==> config.mk <==
export PLATFORM = sky130hd
export DESIGN_NAME = muldiv_unit
export DESIGN_NICKNAME = d
export VERILOG_FILES = /design/src/rtl/muldiv_unit.sv
export SDC_FILE = /design/constraint.sdc
export NUM_CORES = 1
export LEC_CHECK = 0
export CORE_UTILIZATION = 50
export CTS_CLUSTER_SIZE = 40
export DETAILED_ROUTE_END_ITERATION = 10
export PLACE_DENSITY = 0.78
export SYNTH_ARGS = -nofsm -noshare
export SYNTH_HDL_FRONTEND = slang
export SYNTH_SLANG_ARGS = --single-unit
==> constraint.sdc <==
create_clock -name clk -period 4.2 [get_ports clk]
set_clock_uncertainty 0.05 [all_clocks]
set_input_delay 0.63 -clock clk [delete_from_list [all_inputs] [get_ports clk]]
set_output_delay 0.63 -clock clk [all_outputs]
set_load 0.02 [all_outputs]
==> src/rtl/muldiv_unit.sv <==
`default_nettype none
// ============================================================================
// Module      : muldiv_unit
// Description : Iterative multiply/divide unit with architectural HI/LO
//               registers. MULT/MULTU use shift-add, DIV/DIVU use restoring
//               shift-subtract, one bit per cycle, then a single sign-fix
//               cycle. MTHI/MTLO write HI/LO directly.
// Revision    : 1.0 - initial release
// ============================================================================
module muldiv_unit #(
    parameter int WIDTH = 32
) (
    input  logic             clk,
    input  logic             reset,
    input  logic             start,
    input  logic [2:0]       command,
    input  logic [WIDTH-1:0] operandA,
    input  logic [WIDTH-1:0] operandB,
    output logic             busy,
    output logic             done,
    output logic             divzero,
    output logic [WIDTH-1:0] hi,
    output logic [WIDTH-1:0] lo
);

    localparam int              c_CNT_W  = $clog2(WIDTH + 1);
    localparam logic [c_CNT_W-1:0] c_CNT_INIT = c_CNT_W'(WIDTH);
    localparam logic [c_CNT_W-1:0] c_CNT_LAST = c_CNT_W'(1);

    localparam logic [1:0] c_S_IDLE = 2'd0;
    localparam logic [1:0] c_S_RUN  = 2'd1;
    localparam logic [1:0] c_S_FIX  = 2'd2;

    logic [1:0]         r_state;
    logic [1:0]         w_next_state;
    logic [c_CNT_W-1:0] r_count;
    logic               r_isdiv;
    logic               r_sa;
    logic               r_sb;
    logic               r_bzero;
    logic [WIDTH-1:0]   r_m;     // multiplicand or divisor magnitude
    logic [WIDTH-1:0]   r_ph;    // product high half / partial remainder
    logic [WIDTH-1:0]   r_pl;    // product low half / dividend-quotient shifter
    logic [WIDTH-1:0]   r_hi;
    logic [WIDTH-1:0]   r_lo;
    logic               r_done;
    logic               r_divzero;

    // Command decode; start only matters in IDLE
    logic             w_accept;
    logic             w_iter;
    logic             w_mthi;
    logic             w_mtlo;
    logic             w_signed;
    logic             w_nega;
    logic             w_negb;
    logic [WIDTH-1:0] w_abs_a;
    logic [WIDTH-1:0] w_abs_b;

    assign w_accept = start && (r_state == c_S_IDLE);
    assign w_iter   = w_accept && !command[2];
    assign w_mthi   = w_accept && (command == 3'b100);
    assign w_mtlo   = w_accept && (command == 3'b101);
    assign w_signed = !command[0];
    assign w_nega   = w_signed && operandA[WIDTH-1];
    assign w_negb   = w_signed && operandB[WIDTH-1];
    assign w_abs_a  = w_nega ? (~operandA + 1'b1) : operandA;
    assign w_abs_b  = w_negb ? (~operandB + 1'b1) : operandB;

    // One multiply step: conditionally add multiplicand, shift pair right
    logic [WIDTH:0] w_sum;
    assign w_sum = {1'b0, r_ph} + (r_pl[0] ? {1'b0, r_m} : {(WIDTH+1){1'b0}});

    // One restoring divide step: shift in next dividend bit, try subtract.
    // A zero divisor always "fits", so the quotient becomes all ones and the
    // remainder register ends up holding the dividend magnitude unchanged.
    logic [WIDTH:0]   w_rem_sh;
    logic             w_qbit;
    logic [WIDTH-1:0] w_rem_sub;
    assign w_rem_sh  = {r_ph, r_pl[WIDTH-1]};
    assign w_qbit    = (w_rem_sh >= {1'b0, r_m});
    assign w_rem_sub = w_rem_sh[WIDTH-1:0] - r_m;

    // Sign correction applied in FIX
    logic [2*WIDTH-1:0] w_prod;
    logic [2*WIDTH-1:0] w_prod_fix;
    logic [WIDTH-1:0]   w_quo_fix;
    logic [WIDTH-1:0]   w_rem_fix;
    assign w_prod     = {r_ph, r_pl};
    assign w_prod_fix = (r_sa ^ r_sb) ? (~w_prod + 1'b1) : w_prod;
    assign w_quo_fix  = (r_sa ^ r_sb) ? (~r_pl + 1'b1) : r_pl;
    assign w_rem_fix  = r_sa ? (~r_ph + 1'b1) : r_ph;

    // State register
    always_ff @(posedge clk) begin
        if (reset) begin
            r_state <= c_S_IDLE;
        end else begin
            r_state <= w_next_state;
        end
    end

    // Next-state logic: IDLE -> RUN (WIDTH cycles) -> FIX -> IDLE
    always_comb begin
        w_next_state = r_state;
        case (r_state)
            c_S_IDLE: if (w_iter) w_next_state = c_S_RUN;
            c_S_RUN:  if (r_count == c_CNT_LAST) w_next_state = c_S_FIX;
            c_S_FIX:  w_next_state = c_S_IDLE;
            default:  w_next_state = c_S_IDLE;
        endcase
    end

    // Datapath: operand latch, iteration, result and HI/LO writes
    always_ff @(posedge clk) begin
        if (reset) begin
            r_count   <= '0;
            r_isdiv   <= 1'b0;
            r_sa      <= 1'b0;
            r_sb      <= 1'b0;
            r_bzero   <= 1'b0;
            r_m       <= '0;
            r_ph      <= '0;
            r_pl      <= '0;
            r_hi      <= '0;
            r_lo      <= '0;
            r_done    <= 1'b0;
            r_divzero <= 1'b0;
        end else begin
            r_done <= 1'b0;
            case (r_state)
                c_S_IDLE: begin
                    if (w_iter) begin
                        r_isdiv <= command[1];
                        r_sa    <= w_nega;
                        r_sb    <= w_negb;
                        r_bzero <= command[1] && (operandB == '0);
                        r_m     <= command[1] ? w_abs_b : w_abs_a;
                        r_pl    <= command[1] ? w_abs_a : w_abs_b;
                        r_ph    <= '0;
                        r_count <= c_CNT_INIT;
                    end
                    if (w_mthi) begin
                        r_hi      <= operandA;
                        r_done    <= 1'b1;
                        r_divzero <= 1'b0;
                    end
                    if (w_mtlo) begin
                        r_lo      <= operandA;
                        r_done    <= 1'b1;
                        r_divzero <= 1'b0;
                    end
                end
                c_S_RUN: begin
                    r_count <= r_count - 1'b1;
                    if (r_isdiv) begin
                        r_ph <= w_qbit ? w_rem_sub : w_rem_sh[WIDTH-1:0];
                        r_pl <= {r_pl[WIDTH-2:0], w_qbit};
                    end else begin
                        r_ph <= w_sum[WIDTH:1];
                        r_pl <= {w_sum[0], r_pl[WIDTH-1:1]};
                    end
                end
                c_S_FIX: begin
                    r_done <= 1'b1;
                    if (!r_isdiv) begin
                        r_hi      <= w_prod_fix[2*WIDTH-1:WIDTH];
                        r_lo      <= w_prod_fix[WIDTH-1:0];
                        r_divzero <= 1'b0;
                    end else if (r_bzero) begin
                        // Restore the original dividend bit pattern into HI
                        r_hi      <= w_rem_fix;
                        r_lo      <= '1;
                        r_divzero <= 1'b1;
                    end else begin
                        r_hi      <= w_rem_fix;
                        r_lo      <= w_quo_fix;
                        r_divzero <= 1'b0;
                    end
                end
                default: ;
            endcase
        end
    end

    assign busy    = (r_state != c_S_IDLE);
    assign done    = r_done;
    assign divzero = r_divzero;
    assign hi      = r_hi;
    assign lo      = r_lo;

endmodule
`default_nettype wire

==> flow_metrics.tcl, run 1 <==
set metrics [dict create \
    drc_errors 0 \
    rsz0062_at_grt "no" \
    grt_pass1_wl_mm 89.1 \
    status "complete, no violations" \
    yosysWarnings 0 \
    clockBufferDepth 2 \
    synthCells 2026 \
    antenna_left 0 \
    track_usage_pct 37.6 \
    worstPathRequired_ps 4470 \
    seqPwrFrac_pct 35.3 \
    layout_common_cells "nand2_1 (201), nor2_1 (190), a21oi_1 (182), dfxtp_1 (173), clkdlybuf4s50_1 (134)" \
    fin_tns_setup_ps 0 \
    use_met1_pct 49.7 \
    core_region_area_um2 29600 \
    p_clk_share_pct 32.7 \
    cts_num_sinks 174 \
    num-fill-cells 2716 \
    grt_pass1_vias 15100 \
    first_iter_violations 2437 \
    holdCritPathClass "register to register" \
    hpwlAfterDp_mm 45.0 \
    die_w_um 176 \
    h-tree-depth 4 \
    finalHoldViolations 0 \
    total_power_mw 5.25 \
    final.min_clock_period_ps 3850 \
    synth-edff-count 0 \
    yosys.area.top_type "dfxtp_1" \
    p_sw_share_pct 36.4 \
    clock-root-buffer "clkbuf_16" \
    antenna_found_initial 1 \
    gp_congestion 1.05 \
    syn2layout_area_growth_pct 17.0 \
    timing.critical_path.fanout_max 7 \
    grt_util_met2_pct 57.0 \
    io-pin-count 137 \
    cts_made_buffers 17 \
    ys_ff_latch 174 \
    busiest_layer "met2" \
    grt_overflow 0 \
    nets 2263 \
    met3_usage_pct 8.27 \
    p_sw_mw 1.91 \
    die-area_um2 30800 \
    drt_first_pass_iters 7 \
    drive_gt1_share_pct 7.45 \
    drv_cap 0 \
    synth.area.top_cells "dfxtp_1 (23%), mux2i_1 (6.1%), a21oi_1 (6.0%)" \
    synthArstFlopShare_pct 0 \
    p_per_area_nw_per_um2 298 \
    start_util_pct 50.9 \
    vias 16700 \
    io_buffers 136 \
    rows 63 \
    syn_avg_cell_area_um2 7.44 \
    ys_types 80 \
    grt_max_degree 87 \
    holdWs_ps 405 \
    period_share_pct 91.7 \
    synth_top_area_share_pct 23.1 \
    fp.dieH_um 176 \
    routed_wl_mm 59.1 \
    crit_arrival_ps 4120 \
    internal_power_mw 3.34 \
    clkLatencyLatePin_ps 450 \
    slew_viol_final 0 \
    final_common_cell "nand2_1" \
    synthFlopType "dfxtp_1" \
    cts_tree "built" \
    antenna_cells 0 \
    wire_per_inst_um 23.4 \
    synthesis.nets 2168 \
    p_leak_nw 6.76 \
    vias_per_cell 6.61 \
    ir_drop_uv 300 \
    post-route-util_pct 59.5 \
    cts.clk_slew.worst_paths_ps 70 \
    worst-setup-path-type "register to register" \
    yosysSeqAreaShare_pct 23.1 \
    startpoint_type "register" \
    syn_area_um2 15100 \
    combPwrFrac_pct 32.0 \
    worst_pin_slew_ps 1100 \
    end_kind "register" \
    fmax_mhz 260 \
    finalSetupViolations 0 \
    slew_headroom_pct 26.1 \
]
## power groups by stage
stage	Clock [mW]	Combinational, mW	Sequential [mW]
floorplan	0	1.09	1.84
global placement	0	1.59	1.88
detailed placement	0	1.61	1.88
CTS	1.71	1.63	1.84
global route	1.78	1.79	1.86
finish	1.72	1.68	1.85
## layer usage
layer	up-vias	wire [um]
li1	7615	-
met1	7788	23700
met2	1111	25100
met3	164	6990
met4	2	3280
met5	-	13
## sequential cells by signal (all words and copies together) (netlist names)
| name | cells |
|---|---|
| r_sb | 1 |
| divzero | 1 |
| hi | 32 |
| lo | 32 |
| r_ph | 32 |
| r_state | 2 |
| r_pl | 32 |
| r_m | 32 |
| done | 1 |
| r_bzero | 1 |
| r_count | 6 |
| r_isdiv | 1 |
| r_sa | 1 |
## final cells by class
| type | instances | area (um^2) | share of cell area, % |
|---|---|---|---|
| clock buffer | 19 | 433 | 2.46 |
| sequential | 174 | 3480 | 19.8 |
| inverter | 85 | 323 | 1.83 |
| clock inverter | 13 | 179 | 1.01 |
| timing repair buffer | 223 | 2010 | 11.4 |
| tap | 390 | 488 | 2.77 |
| multi-input combinational | 1620 | 10700 | 60.8 |
## cell usage after synthesis (6+ instances only)
master	n
a41oi_1	7
mux2_2	7
inv_1	85
or4_1	9
xnor2_1	101
buf_1	12
nor2_1	192
a21o_1	24
clkbuf_1	125
nand3_1	30
mux2i_1	92
or3_1	12
a221o_1	6
nand2b_1	19
o31ai_1	33
nor2b_1	23
a21oi_1	182
nor3_1	50
a211o_1	7
a22oi_1	15
o21a_1	12
o21ai_0	98
nor4_1	18
a311oi_1	17
dfxtp_1	174
o22ai_1	12
a221oi_1	28
ha_1	70
xor2_1	61
a211oi_1	81
o41ai_1	10
or2_2	6
o211ai_1	50
a31oi_1	23
and2_1	13
nand4_1	18
nand2_1	201
and3_1	10
o21bai_1	8
## repair_timing
action                                  in CTS  in global routing
resized for setup                            0                  1
buffers inserted                             0                  3
endpoints found under the setup margin       0                  1
hold endpoints to repair                     0                  0
hold buffers                                 0                  0
## worst max-delay path: stages, from the launching register on
cell      delay [ps]
dfxtp_1          500
and2_1           180
ha_1             200
inv_1             70
fa_1             380
nand2b_1         190
a21oi_1          220
o21ai_0          180
and3b_1          280
o31ai_1          420
a221oi_1         190
o21ai_0          210
mux2_2           360
a311o_1          310
## worst paths after layout
check	start	depth (start not counted)	slack [ps]	endpoint
max	r_pl[0]	13	350	r_ph[29]
min	r_m[17]	2	410	r_m[17]
max reg2reg	r_pl[0]	13	350	r_ph[29]
min reg2reg	r_m[17]	2	410	r_m[17]
## per-stage QoR
stage	std cells	instance area (um^2)	setup WS, ps
global route	2524	17600	193
CTS	2521	17600	266
detailed placement	2489	17000	278
floorplan	2026	15100	729
finish	2524	17600	350
global placement	2489	17000	348
## logic make-up (layout without fill, tap and decap cells)
logic type	count (synthesis)	in the layout	synth area share [%]
AOI/OAI and AO/OA	648	648	28.3
and+or+nand+nor	639	639	20.5
xor gates and xnor gates	162	162	9.41
buffers and inverters	232	340	5.99
DFF	174	174	23.1
muxes	99	99	6.63
adders and majority gates	72	72	6.08
Note: power is estimated with default switching activity, not from simulation.
==> inputs of run 2 (changes only) <==
- CORE_MARGIN: default -> 2
==> run 2 against run 1 <==
Worst setup slack gained 26 ps. Utilization fell by 0.38 points. Clock-buffer cell count fell by 2. Non-clock buffer count down 10. Maximum frequency is 0.67% higher. Largest cell class unchanged.
==> flow_metrics.tcl, run 2 (synthesis gave the netlist of run 1 again) <==
set metrics [dict create \
    status "complete, no violations" \
    end_kind "register" \
    die_w_um 178 \
    post-route-util_pct 59.1 \
    hpwlAfterDp_mm 44.9 \
    die-area_um2 31500 \
    drive_gt1_share_pct 7.06 \
    fin_tns_setup_ps 0 \
    worstPathRequired_ps 4500 \
    rsz0062_at_grt "no" \
    grt_overflow 0 \
    vias_per_cell 6.54 \
    p_sw_mw 1.96 \
    grt_max_degree 87 \
    io_buffers 136 \
    holdCritPathClass "register to register" \
    start_util_pct 50.9 \
    finalHoldViolations 0 \
    track_usage_pct 36.5 \
    final.min_clock_period_ps 3820 \
    core_region_area_um2 29600 \
    drv_cap 0 \
    cts_setup_buffers 0 \
    slew_headroom_pct 22.7 \
    ir_drop_uv 275 \
    h-tree-depth 4 \
    antenna_left 0 \
    r2r_slack_ps 380 \
    internal_power_mw 3.16 \
    vias 16400 \
    cts_tree "built" \
    fmax_mhz 261 \
    antenna_found_initial 0 \
    p_sw_share_pct 38.3 \
    worst-setup-path-type "register to register" \
    post_cts_resize_count 0 \
    cts_made_buffers 17 \
    routed_wl_mm 58.9 \
    fp.dieH_um 178 \
    grt_pass1_wl_mm 88.3 \
    period_share_pct 91.1 \
    p_clk_share_pct 31.6 \
    drt_first_pass_iters 6 \
    dp_cells 2482 \
    io-pin-count 137 \
    antenna_cells 0 \
    rows 63 \
    clockBufferDepth 2 \
    combPwrFrac_pct 32.2 \
    final_common_cell "nand2_1" \
    holdWs_ps 406 \
    grt_pass1_vias 15000 \
    nets 2253 \
    drc_errors 0 \
    crit_arrival_ps 4130 \
    first_iter_violations 2111 \
    clkLatencyLatePin_ps 470 \
    gp_congestion 0.980 \
    worst_pin_slew_ps 1150 \
    timing.critical_path.fanout_max 30 \
    clock-root-buffer "clkbuf_16" \
    wire_per_inst_um 23.4 \
    startpoint_type "register" \
    slew_viol_final 0 \
    cts.clk_slew.worst_paths_ps 80 \
    finalSetupViolations 0 \
    p_leak_nw 6.70 \
    p_per_area_nw_per_um2 293 \
    final_cells 2514 \
    layout_common_cells "nand2_1 (201), nor2_1 (190), a21oi_1 (182), dfxtp_1 (173), clkdlybuf4s50_1 (134)" \
    cts_num_sinks 174 \
    postCtsHoldBufs 0 \
    seqPwrFrac_pct 36.2 \
    syn2layout_area_growth_pct 16.2 \
]
run 2: cell count changes in the layout (fill, tap and decap cells not counted), sizes merged:
| cell | previous run | this run |
|---|---|---|
| buf | 89 | 79 |
| inv | 90 | 94 |
| bufinv | 3 | 0 |
| clkbuf | 19 | 17 |
| clkinv | 2 | 3 |
run 2: area by class of cell:
| class | count | area [um^2] |
|---|---|---|
| well taps | 390 | 488 |
| inverters | 85 | 319 |
| flip-flops and latches | 174 | 3480 |
| repair buffers | 213 | 1940 |
| clock inverters | 15 | 141 |
| clock buffers | 17 | 425 |
| multi-input cells | 1620 | 10700 |
| fillers | 2702 | 12100 |
run 2: metal layers:
metal / wire length [um] / GRT usage, % / part of all wire, %
met4: 3200 / 18.4 / 5.4
met5: 0 / 0 / 0
met3: 6920 / 7.56 / 12
met1: 23800 / 49.1 / 40
met2: 24900 / 54.9 / 42
run 2: power by group through the flow:
stage          registers [mW]  clock network, mW  logic [mW]
3_5_place_dp             1.89                  0        1.59
6_report                 1.86               1.62        1.65
5_1_grt                  1.86               1.67        1.77
4_1_cts                  1.85               1.61        1.60
2_1_floorplan            1.84                  0        1.09
3_3_place_gp             1.88                  0        1.58
run 2: worst paths after layout:
path	startpoint	to	cells after the start
max	r_pl[0]	r_ph[29]	14
min	r_m[18]	r_m[18]	2
max reg2reg	r_pl[0]	r_ph[29]	14
min reg2reg	r_m[18]	r_m[18]	2
run 2: through the flow:
| stage | setup WS (ps) | power, mW | cell area [um^2] |
|---|---|---|---|
| 2_1_floorplan | 729 | 2.93 | 15100 |
| 3_3_place_gp | 398 | 3.46 | 17000 |
| 3_5_place_dp | 342 | 3.48 | 17000 |
| 4_1_cts | 472 | 5.06 | 17500 |
| 5_1_grt | 268 | 5.31 | 17500 |
| 6_report | 376 | 5.13 | 17500 |
run 2: critical path, stage by stage (launching register included):
cell	delay, ps
dfxtp_1	460
inv_1	150
buf_12	200
nor2_1	120
ha_1	250
a21oi_1	250
o211ai_1	260
a21oi_1	170
and3b_1	310
o31ai_1	120
buf_4	160
a221oi_1	410
o21ai_0	170
mux2_2	300
a311o_1	310
==> inputs of run 3 (changes only) <==
- CORE_MARGIN: 2 -> default
==> results of run 3 <==
Same layout as run 1: the final DEF is identical, and so are final timing and power.
==> patch 1: new RTL, flow settings as in run 3 <==
Set the parameter `WIDTH` to 16 (it was 32).
--- a/src/rtl/muldiv_unit.sv
+++ b/src/rtl/muldiv_unit.sv
@@ -10,3 +10,3 @@
 module muldiv_unit #(
-    parameter int WIDTH = 32
+    parameter int WIDTH = 16
 ) (
Ports: changed (resized hi, lo, operandA and operandB); port bits go from 137 to 73. No check against the original RTL was run, so the function may have changed too.
==> patch 1 against run 3 <==
Largest power group unchanged. Routed wire length is 62% lower. Sequential cell count fell by 81. Power decreased by 50%. Area after synthesis is 50% lower. Fmax up 25%. Design area decreased by 51%. Critical endpoint is now r_ph[15]$_SDFFE_PP0P_. Largest cell class unchanged. Via count fell by 55%. Worst setup slack better by 0.77 ns.
==> patch 1: results (changes against run 3) <==
| Metric | Value |
|---|---|
| Worst r2r dst | `r_ph[15]$_SDFFE_PP0P_ (was r_ph[29]$_SDFFE_PP0P_)` |
| Clock slew at reported path FFs | `0.07 ns (about the same)` |
| 1st-pass router iterations | `7 (unchanged)` |
| Sequential area share after synthesis | `24.8% (was 23.1%)` |
| R2R Setup Slk | `1.12 ns (was 0.35 ns)` |
| Pin count of the biggest net entering global routing | `52 (was 87)` |
| Critical path fanouts, max | `15 (was 7)` |
| CP max-delay cell | `inv_1 (was dfxtp_1)` |
| Drt wl/cell | `18.7 microns (was 23.4 microns)` |
| First-pass GRT wire length | `36600 microns (was 89100 microns)` |
| Fill cells | `1236 (was 2716)` |
| H-tree depth | `3 (was 4)` |
| Leakage Power | `3.30 nW (was 6.76 nW)` |
| Port bufs | `72 (was 136)` |
| Initial antenna violation count | `0 (was 1)` |
| Crit-path max cell delay | `0.43 ns (was 0.50 ns)` |
| DR vias | `7586 (was 16700)` |
| Syn Nets | `1059 (was 2168)` |
| Clock Latency Late Sink | `0.35 ns (was 0.45 ns)` |
| IR drop worst, VDD | `0.000193 V (was 0.000300 V)` |
| Placed Area | `8290 sq um (was 17000 sq um)` |
| R2R cell count | `10 (was 13)` |
| Status | `finished, final reports clean (unchanged)` |
| GR Util met3 | `3.61% (was 8.27%)` |
| Worst Min Path Start | `r_m[10]$_SDFFE_PP0P_ (was r_m[17]$_SDFFE_PP0P_)` |
| Met1 usage | `40.2% (was 49.7%)` |
| Hpwl dp | `16700 microns (was 45000 microns)` |
| Total CTS buffers | `9 (was 17)` |
| Proportion of layout cells with a drive suffix above 1 | `5.51% (was 7.45%)` |
| Starting DRC count in detailed routing | `1015 (was 2437)` |
| Post-synth cell types | `76 (was 80)` |
| Total track usage | `29.0% (was 37.6%)` |
| WHS Endpoint | `r_m[10]$_SDFFE_PP0P_ (was r_m[17]$_SDFFE_PP0P_)` |
| Post-synth top cells | `111 x nor2_1, 93 x dfxtp_1, 83 x a21oi_1 (was 201 x nand2_1, 192 x nor2_1, 182 x a21oi_1)` |
| Die area | `15500 sq um (was 30800 sq um)` |
| Final GP Congestion | `0.942 (was 1.05)` |
| M2 GR Usage | `45.5% (was 57.0%)` |
| Top post-synthesis cells by area | `dfxtp_1 25%, ha_1 6.3%, mux2i_1 5.9%, nor2_1 5.5%, a21oi_1 5.5% (was dfxtp_1 23%, mux2i_1 6.1%, a21oi_1 6.0%, xnor2_1 5.9%, ha_1 5.8%)` |
| Vias in the first global route | `7061 (was 15100)` |
| CTS root buffer | `clkbuf_16 (unchanged)` |
| WP data arrival | `3.33 ns (was 4.12 ns)` |
## patch 1: cell types whose count changed in the layout (fill, tap and decap cells not counted), sizes merged, moves of 48 or more
cell / delta
nand2: -131
a21oi: -98
dfxtp: -81
nor2: -80
buf: -74
clkdlybuf4s50: -63
xnor2: -56
o21ai: -55
inv: -48
mux2i: -48
## patch 1: cells by family after synthesis
| group | Yosys count | synth area share (%) |
|---|---|---|
| adders and majority gates | 40 | 6.86 |
| DFF | 93 | 24.8 |
| buffers and inverters | 105 | 5.71 |
| and+or+nand+nor | 317 | 20.8 |
| muxes | 44 | 5.86 |
| AOI/OAI and AO/OA | 308 | 27.4 |
| xor gates and xnor gates | 74 | 8.63 |
## patch 1: final cells by class
type                            count  share of cell area (%)
Clock buffer                       10                    2.78
Clock inverter                      6                   0.801
Multi-Input combinational cell    783                    60.8
Sequential cell                    93                    21.7
Timing Repair Buffer               86                    9.55
Tap cell                          184                    2.68
Inverter                           39                    1.70
## patch 1: metal layers
metal | up-vias | routed length [microns] | share of wire (%)
met2 | 413 | 9950 | 44
met5 | - | 0 | 0
li1 | 3646 | - | -
met1 | 3476 | 9660 | 43
met3 | 51 | 2100 | 9.4
met4 | 0 | 731 | 3.3
## patch 1: how the worst max path moves through the flow
stage	from	to	depth (start not counted)
after detailed placement	command[1]	hi[11]$_SDFFE_PP0P_	7
after floorplan	r_pl[0]$_SDFFE_PP0P_	r_ph[15]$_SDFFE_PP0P_	12
final	r_pl[0]$_SDFFE_PP0P_	r_ph[15]$_SDFFE_PP0P_	10
after CTS	r_pl[0]$_SDFFE_PP0P_	r_ph[15]$_SDFFE_PP0P_	10
after global placement	operandA[4]	r_pl[11]$_SDFFE_PP0P_	7
after global routing	r_pl[0]$_SDFFE_PP0P_	r_ph[13]$_SDFFE_PP0P_	10
## patch 1: worst min-delay path, delay by kind of cell (launching register included)
kind | cells | cell delay, ns
AND/OR/NAND/NOR | 1 | 0.05
AO/OA/AOI/OAI | 1 | 0.05
flip-flops | 1 | 0.31
## patch 1: per-stage QoR
stage / hold slack (ns) / cells / setup WS (ns) / utilization [%]
2_1_floorplan: 0.382 / 981 / 1.54 / -
3_3_place_gp: 0.390 / 1185 / 1.21 / 56.8
3_5_place_dp: 0.402 / 1185 / 1.13 / 56.8
4_1_cts: 0.412 / 1201 / 1.17 / 58.9
5_1_grt: 0.432 / 1201 / 0.870 / 58.9
6_report: 0.407 / 1201 / 1.12 / 58.9
## patch 1: where the power goes
part           total (mW)  switching, mW  internal [mW]
Combinational       0.783          0.468          0.316
Clock               0.874          0.388          0.485
Sequential          0.988         0.0626          0.925
==> patch 2: new RTL, settings of run 3 <==
Made on the original files. Reset style: asynchronous (`reset`), changed in 2 clocked blocks.
--- a/src/rtl/muldiv_unit.sv
+++ b/src/rtl/muldiv_unit.sv
@@ -94,3 +94,3 @@
     // State register
-    always_ff @(posedge clk) begin
+    always_ff @(posedge clk or posedge reset) begin
         if (reset) begin
@@ -114,3 +114,3 @@
     // Datapath: operand latch, iteration, result and HI/LO writes
-    always_ff @(posedge clk) begin
+    always_ff @(posedge clk or posedge reset) begin
         if (reset) begin
Formal check against the unedited RTL: differs if reset is asserted again (counterexample within 4 cycles, from zero or initial values and one cycle with reset high); with reset held inactive, the same outputs for 4 cycles.
==> patch 2 against run 3 <==
Worst setup slack got worse by 0.016 ns. Fmax is 0.43% lower. Critical path type unchanged. Sequential cell count did not move. Area after synthesis shrank 2.5%. Design area fell by 2.5%. Critical endpoint is now r_ph[29]$_DFFE_PP0P_. Routed wire length down 8.3%. Hold slack better by 0.025 ns. Synthesized cell count decreased by 7.1%. Largest cell class unchanged. Sequential share of layout area increased by 5.6 points.
Power is left out: it rests on default switching activity, and per cell area and clock period it moved more than threefold.
==> patch 2: results (changes against run 3) <==
| Metric | Value |
|---|---|
| Post-synth top cells | `218 x o21ai_0, 186 x nand2_1, 175 x nor2_1 (was 201 x nand2_1, 192 x nor2_1, 182 x a21oi_1)` |
| CTS root buffer | `clkbuf_16 (unchanged)` |
| CP max-delay cell | `o31ai_1 (was dfxtp_1)` |
| Initial antenna violation count | `0 (was 1)` |
| R2R Setup Slk | `0.33 ns (was 0.35 ns)` |
| Top_reg_cell synth | `dfrtp_1 (was dfxtp_1)` |
| Gate Count Post-Synth | `1883 (was 2026)` |
| Port bufs | `136 (unchanged)` |
| Placed Area | `16600 sq um (was 17000 sq um)` |
| Clock Latency Late Sink | `0.44 ns` |
| First-pass GRT wire length | `83000 microns (was 89100 microns)` |
| Post-synth cell types | `70 (was 80)` |
| Worst min-delay path class | `flop to flop (unchanged)` |
| Crit path capture | `r_ph[29]$_DFFE_PP0P_ (was r_ph[29]$_SDFFE_PP0P_)` |
| Syn Nets | `2025 (was 2168)` |
| Fin cells | `2377 (was 2524)` |
| Crit path launch | `r_pl[0]$_DFFE_PP0P_ (was r_pl[0]$_SDFFE_PP0P_)` |
| Clock slew at reported path FFs | `0.08 ns` |
| Total track usage | `35.8% (was 37.6%)` |
| WP data arrival | `4.14 ns (was 4.12 ns)` |
| Post-CTS Setup Repair Bufs | `0 (unchanged)` |
| Diode count | `0 (unchanged)` |
| Pin count of the biggest net entering global routing | `86 (was 87)` |
| Placed Cells | `2345 (was 2489)` |
| Crit-path max cell delay | `0.43 ns (was 0.50 ns)` |
| Critical path fanouts, max | `19 (was 7)` |
| Crit-path leading delay family | `compound AO/OA/AOI/OAI gates (unchanged)` |
| Hpwl dp | `41600 microns (was 45000 microns)` |
| Total CTS buffers | `17 (unchanged)` |
| DR vias | `15400 (was 16700)` |
| Worst Min Path Start | `hi[0]$_DFFE_PP0P_ (was r_m[17]$_SDFFE_PP0P_)` |
| Ys Warns | `0 (unchanged)` |
| R2R cell count | `14 (was 13)` |
| Status | `finished, final reports clean (unchanged)` |
| Drt wl/cell | `22.8 microns (was 23.4 microns)` |
| Fill cells | `2584 (was 2716)` |
| Sequential area share after synthesis | `29.6% (was 23.1%)` |
| H-tree depth | `4 (unchanged)` |
| Final GP Congestion | `0.999 (was 1.05)` |
| 1st-pass router iterations | `6 (was 7)` |
| Deepest clock path buffer count | `2 (unchanged)` |
| EDFF count, synth | `0 (unchanged)` |
| Top post-synthesis cells by area | `dfrtp_1 30%, o21ai_0 7.4%, xnor2_1 6.2%, ha_1 6.0%, a21oi_1 5.8% (was dfxtp_1 23%, mux2i_1 6.1%, a21oi_1 6.0%, xnor2_1 5.9%, ha_1 5.8%)` |
| Post-cts sizing count | `0 (unchanged)` |
| Fin util | `59.7% (was 59.5%)` |
| Final #Nets | `2122 (was 2263)` |
| Slew headroom | `24.2% (was 26.1%)` |
| Starting DRC count in detailed routing | `1975 (was 2437)` |
| Proportion of layout cells with a drive suffix above 1 | `5.97% (was 7.45%)` |
| Post-synthesis async set-or-reset flop share | `100% (was 0%)` |
[patch 2: changes by cell type after synthesis, sizes merged, moves of 17 or more]
cell | run 3 | this run
o22ai | 12 | 31
nor3 | 52 | 32
nor2 | 192 | 175
a221oi | 28 | 9
mux2i | 92 | 51
a211oi | 81 | 64
o21ai | 103 | 222
dfrtp | 0 | 174
clkbuf | 128 | 105
dfxtp | 174 | 0
o211ai | 50 | 29
[patch 2: cells by family (layout without fill, tap and decap cells)]
group                      Yosys count  after routing  synth area share (%)
xor gates and xnor gates           174            174                  10.4
DFF                                174            174                  29.6
and+or+nand+nor                    560            560                  17.7
buffers and inverters              190            300                  4.97
adders and majority gates           72             72                  6.23
AOI/OAI and AO/OA                  661            661                  27.6
muxes                               52             52                  3.55
[patch 2: final cells by class]
class | count | share of cell area, %
repair buffers | 197 | 10.8
clock buffers | 19 | 2.58
flip-flops and latches | 174 | 25.3
multi-input cells | 1519 | 56.2
inverters | 71 | 1.57
well taps | 384 | 2.80
clock inverters | 13 | 0.750
[patch 2: per-layer routing]
metal	global-route usage, %	routed length [microns]	vias to the layer above
met4	17.4	2700	0
met1	45.8	21800	7329
met2	56.3	24100	831
li1	-	-	7027
met5	0	0	-
met3	9.10	5580	187
[patch 2: through the flow]
step           hold slack [ns]  setup slack, ns
2_1_floorplan            0.396            0.980
3_3_place_gp             0.411            0.323
3_5_place_dp             0.419            0.242
4_1_cts                  0.435            0.436
5_1_grt                  0.456           0.0927
6_report                 0.430            0.334
[patch 2: worst min path at each step]
stage / depth (start not counted) / end / slack (ns)
after global placement: 2 / hi[2]$_DFFE_PP0P_ / 0.41
after floorplan: 1 / r_count[5]$_DFFE_PP0P_ / 0.40
after global routing: 2 / lo[7]$_DFFE_PP0P_ / 0.46
after detailed placement: 2 / lo[7]$_DFFE_PP0P_ / 0.42
final: 2 / hi[0]$_DFFE_PP0P_ / 0.43
after CTS: 2 / hi[26]$_DFFE_PP0P_ / 0.43
[patch 2: tightest hold or removal path: stages (launching register included)]
cell and delay [ns]:
dfrtp_1 0.34, nand2_1 0.04, o21ai_0 0.06
